File: config.mk
export PLATFORM = sky130hd
export DESIGN_NAME = seg_display_sched
export DESIGN_NICKNAME = d
export VERILOG_FILES = /design/src/rtl/seg_display_sched.sv
export SDC_FILE = /design/constraint.sdc
export NUM_CORES = 1
export LEC_CHECK = 0
export CAP_MARGIN = 0
export CORE_MARGIN = 10
export CORE_UTILIZATION = 44
export CTS_BUF_LIST = sky130_fd_sc_hd__clkbuf_4 sky130_fd_sc_hd__clkbuf_8
export CTS_CLUSTER_DIAMETER = 150
export CTS_CLUSTER_SIZE = 28
export DETAILED_ROUTE_END_ITERATION = 7
export GPL_TIMING_DRIVEN = 0
export MAX_ROUTING_LAYER = met4
export PLACE_DENSITY = 0.78
export SYNTH_ARGS = -nofsm -noshare
export SYNTH_HDL_FRONTEND = slang
export SYNTH_SLANG_ARGS = --single-unit
File: constraint.sdc
create_clock -name clk -period 1.7 [get_ports clk]
set_input_delay 0.425 -clock clk [delete_from_list [all_inputs] [get_ports clk]]
set_output_delay 0.425 -clock clk [all_outputs]
set_load 0.005 [all_outputs]
File: src/rtl/seg_display_sched.sv
// Round-robin scheduler for the 4-digit multiplexed display: latches a granted 16-bit value, scans MSD first.
// Outputs registered/decoded from state; readies combinational from valids, open only in IDLE or at an eligible frame end.
module seg_display_sched #(
    parameter int DIGIT_CYCLES = 16,
    parameter int BLANK_CYCLES = 2,
    parameter int HOLD_FRAMES  = 4
) (
    input  logic        clk,
    input  logic        reset,
    input  logic        req0_valid,
    input  logic [15:0] req0_data,
    output logic        req0_ready,
    input  logic        req1_valid,
    input  logic [15:0] req1_data,
    output logic        req1_ready,
    output logic [3:0]  an,
    output logic [3:0]  digit,
    output logic        owner,
    output logic        frame_done
);

    localparam int CW = (DIGIT_CYCLES > 1) ? $clog2(DIGIT_CYCLES) : 1;
    localparam int FW = (HOLD_FRAMES > 1) ? $clog2(HOLD_FRAMES) : 1;
    localparam logic [CW-1:0] CNT_LAST  = CW'(DIGIT_CYCLES - 1);
    localparam logic [CW-1:0] CNT_BLANK = CW'(BLANK_CYCLES);
    localparam logic [FW-1:0] FRM_SAT   = FW'(HOLD_FRAMES - 1);

    typedef enum logic {
        IDLE,
        SHOW
    } state_t;

    state_t        state, state_nxt;
    logic [15:0]   disp, disp_nxt;
    logic          owner_nxt;
    logic          last_grant, last_grant_nxt;
    logic [1:0]    idx, idx_nxt;
    logic [CW-1:0] cnt, cnt_nxt;
    logic [FW-1:0] fcnt, fcnt_nxt;
    logic          slot_end;
    logic          window;
    logic          grant0, grant1;

    always_ff @(posedge clk) begin
        if (reset) begin
            state      <= IDLE;
            disp       <= '0;
            owner      <= 1'b0;
            last_grant <= 1'b1;
            idx        <= 2'd3;
            cnt        <= '0;
            fcnt       <= '0;
        end else begin
            state      <= state_nxt;
            disp       <= disp_nxt;
            owner      <= owner_nxt;
            last_grant <= last_grant_nxt;
            idx        <= idx_nxt;
            cnt        <= cnt_nxt;
            fcnt       <= fcnt_nxt;
        end
    end

    always_comb begin
        slot_end   = (cnt == CNT_LAST);
        frame_done = 1'b0;
        an         = 4'b1111;
        digit      = 4'h0;
        if (state == SHOW) begin
            frame_done = slot_end && (idx == 2'd0);
            digit      = disp[{idx, 2'b00} +: 4];
            if (cnt >= CNT_BLANK) begin
                an = ~(4'b0001 << idx);
            end
        end

        window = (state == IDLE) || (frame_done && (fcnt >= FRM_SAT));

        // On contention the requester that did not win last time goes first.
        grant0 = 1'b0;
        grant1 = 1'b0;
        if (!reset && window) begin
            if (req0_valid && req1_valid) begin
                grant0 = last_grant;
                grant1 = ~last_grant;
            end else begin
                grant0 = req0_valid;
                grant1 = req1_valid;
            end
        end
        req0_ready = grant0;
        req1_ready = grant1;
    end

    always_comb begin
        state_nxt      = state;
        disp_nxt       = disp;
        owner_nxt      = owner;
        last_grant_nxt = last_grant;
        idx_nxt        = idx;
        cnt_nxt        = cnt;
        fcnt_nxt       = fcnt;

        if (state == SHOW) begin
            cnt_nxt = slot_end ? '0 : cnt + 1'b1;
            if (slot_end) begin
                idx_nxt = idx - 2'd1;
            end
            if (frame_done && (fcnt != FRM_SAT)) begin
                fcnt_nxt = fcnt + 1'b1;
            end
        end

        if (grant0 || grant1) begin
            state_nxt      = SHOW;
            disp_nxt       = grant1 ? req1_data : req0_data;
            owner_nxt      = grant1;
            last_grant_nxt = grant1;
            idx_nxt        = 2'd3;
            cnt_nxt        = '0;
            fcnt_nxt       = '0;
        end
    end

endmodule

==> impl_metrics.env <==
export IMPL_violations="negative setup slack"
export IMPL_r2r_end="disp[0]$_SDFFE_PP0P_"
export IMPL_timing_rr_start="idx[0]$_SDFFE_PP1P_"
export IMPL_layout_drive_gt1_share_pct=37.08
export IMPL_dieArea_mm2=0.006544
export IMPL_hold_violations=0
export IMPL_status="finished, violations left"
export IMPL_cts_inserted_buffers=3
export IMPL_final_cell_mix="34 x clkdlybuf4s50_1, 23 x nor2_1, 23 x dfxtp_1"
export IMPL_clkTransAtPathRegs_ns=0.10
export IMPL_switchingPower_w=0.0004192
export IMPL_p_comb_share_pct=25.2
export IMPL_fin_skew_ns=0.008037
export IMPL_clock_sinks=27
export IMPL_hold_end="owner$_SDFFE_PP0P_"
export IMPL_ys_types=44
export IMPL_fin_crit_sh_pct=119.6
export IMPL_synth_top_area_share_pct=33.13
export IMPL_port_buffers=46
export IMPL_p_sw_share_pct=28.48
export IMPL_grt_pass1_wl_um=7383
export IMPL_postLayoutCellArea_mm2=0.002502
export IMPL_holdWs_ns=0.5014
export IMPL_hold_start="owner$_SDFFE_PP0P_"
export IMPL_antenna_found_initial=0
export IMPL_intPower_w=0.001053
export IMPL_rsz0062_at_grt="yes"
export IMPL_antenna_cells=0
export IMPL_tightest_slew_ns=0.6948
export IMPL_crit_start="idx[0]$_SDFFE_PP1P_"
export IMPL_place_area_mm2=0.002156
export IMPL_vias=1558
export IMPL_ys_flop_type="dfxtp_1"
export IMPL_synthTopCellsByArea="dfxtp_1 33%, mux2i_1 9.8%, a221oi_2 9.2%"
export IMPL_critical_path_class="flop to output pin"
export IMPL_setup_viol=27
export IMPL_cts_tree="done"
export IMPL_start_util_pct=44.90
export IMPL_power_frac_clock_pct=27.0
export IMPL_drt_iter0_drc=96
export IMPL_grt_start_max_net_pins=17
export IMPL_drc=0
export IMPL_drv_slew=0
export IMPL_path_max_fanout=3
export IMPL_ys_seq_elements=27
export IMPL_fin_setup_tns_ns=-4.859
export IMPL_start_kind="flop"
export IMPL_h_tree_depth=1
export IMPL_nets=284
export IMPL_slew_limit_headroom_pct=53.68
export IMPL_fin_cells=288
export IMPL_peakVddDrop_v=0.0003143
export IMPL_powerDensity_mw_per_mm2=588.3
export IMPL_routabilityCongestion=0.8444
export IMPL_ff2ff_path_depth=10
export IMPL_row_count=22
export IMPL_dp_hpwl_um=3183
export IMPL_firstDrtPassIters=4
export IMPL_die_w_um=80.90
export IMPL_synth_edff_count=0
export IMPL_cts_root_buf="clkbuf_8"
export IMPL_postCtsHoldBufs=0
export IMPL_yosysWarnings=0
export IMPL_synthesis_area_mm2=0.001632
export IMPL_insertion_delay_ns=0.29
export IMPL_io_pins=48
export IMPL_vias_per_cell=5.410
export IMPL_avgSynthCellArea_um2=9.829
export IMPL_fmax_ghz=0.4917
export IMPL_end_kind="output pin"
export IMPL_postSynthCellCount=166
export IMPL_syn_to_final_growth_pct=53.37
export IMPL_final_common_cell="clkdlybuf4s50_1"
export IMPL_p_seq_share_pct=47.9
export IMPL_power_leakage_nw=0.9708
export IMPL_ff2ff_setup_slack_ns=-0.18
export IMPL_synth_top_cell_by_area="dfxtp_1"
export IMPL_ys_seq_area_share_pct=33.13
export IMPL_cp_arrival_ns=1.61
export IMPL_async_flop_share_pct=0
export IMPL_clockBufferDepth=2
export IMPL_min_path_cells=2
export IMPL_critPathRequiredTime_ns=1.27
export IMPL_syn_nets=209
export IMPL_wl_um=5053
export IMPL_ant_nets=0
export IMPL_fp_coreArea_mm2=0.003633
export IMPL_die_h_um=80.90
export IMPL_gr_total_overflow=0
export IMPL_worst_slack_ns=-0.3336
export IMPL_dp_cells=260
export IMPL_fillCellCount=279
export IMPL_grt_usage_pct=14.55
export IMPL_cap_viol_max_count=0
export IMPL_hp_class="flop to flop"
export IMPL_grt_pass1_vias=1496
export IMPL_period_minus_slack_ns=2.034
export IMPL_avgRoutedWirePerCell_um=17.55
-- state kept, by name, summed over array words and instances, names as in the netlist --
name        count
disp           16
cnt             4
fcnt            2
idx             2
last_grant      1
owner           1
state           1
-- per-stage QoR --
step	total power [W]	setup WS, ns	util [%]
2_1_floorplan	0.0009022	0.004637	-
3_3_place_gp	0.001039	-1.025	59.33
3_5_place_dp	0.001048	-1.013	59.33
4_1_cts	0.001438	-0.3682	64.39
5_1_grt	0.001536	-0.3896	68.87
6_report	0.001472	-0.3336	68.87
-- routing by layer --
metal | wire length, um | global-route usage, %
met1 | 2216 | 17.94
met2 | 2539 | 23.33
met3 | 201 | 2.539
met4 | 95 | 5.190
met5 | 0 | -
-- Yosys cell counts, types with 2 or more instances --
library cell and n:
a21oi_1 5, a221oi_1 6, a221oi_2 10, and2_1 5, buf_2 3, buf_6 3, clkbuf_1 3, dfxtp_1 27
ha_1 7, inv_1 6, mux2i_1 16, mux4_2 4, nand2_1 8, nand2b_1 2, nor2_1 23, nor3_1 2
o211ai_1 2, o21ai_0 6, or3_1 3
-- worst max-delay path, cell delays in order (launching register included) --
cell and delay, ns:
dfxtp_2 0.36, buf_8 0.10, buf_6 0.11, mux4_2 0.49
and2_1 0.14, buf_2 0.12
-- cell families (layout without fill, tap and decap cells) --
group / Yosys count / count (layout) / synth area share (%)
adder cells (fa/ha/maj): 7 / 7 / 5.368
AND/OR/NAND/NOR: 52 / 52 / 15.72
AO/OA/AOI/OAI: 41 / 41 / 23.16
flip-flops: 27 / 27 / 33.13
buffers and inverters: 19 / 93 / 7.284
multiplexers: 20 / 20 / 15.34
-- power groups by stage --
stage          clock [W]  combinational [W]  sequential [W]
2_1_floorplan          0           0.000195        0.000707
3_3_place_gp           0           0.000324        0.000715
3_5_place_dp           0           0.000330        0.000718
4_1_cts         0.000390           0.000347        0.000701
5_1_grt         0.000427           0.000400        0.000708
6_report        0.000397           0.000371        0.000705
-- how the worst max path moves through the flow --
stage / to / depth (start not counted)
2_1_floorplan: disp[6]$_SDFFE_PP0P_ / 8
3_3_place_gp: req1_ready / 7
3_5_place_dp: req1_ready / 7
4_1_cts: digit[2] / 5
5_1_grt: digit[2] / 5
6_report: digit[2] / 5
-- cell type report --
class                   count  area [um^2]  share of cell area (%)
inverters                   6        27.53                   1.100
clock buffers               3        41.29                   1.650
plain buffers              13        123.9                   4.950
clock inverters             1        7.507                  0.3000
well taps                  48        60.06                   2.400
multi-input cells         120         1061                   42.40
repair buffers             70        628.1                   25.10
flip-flops and latches     27        553.0                   22.10
-- repair_timing --
item / in CTS / in global routing
setup endpoints to repair: 33 / 24
pin swaps: 13 / 17
resized for setup: 83 / 12
buffers inserted: 10 / 14
gates cloned: 0 / 1
No activity file was read; power rests on OpenSTA's default activity.
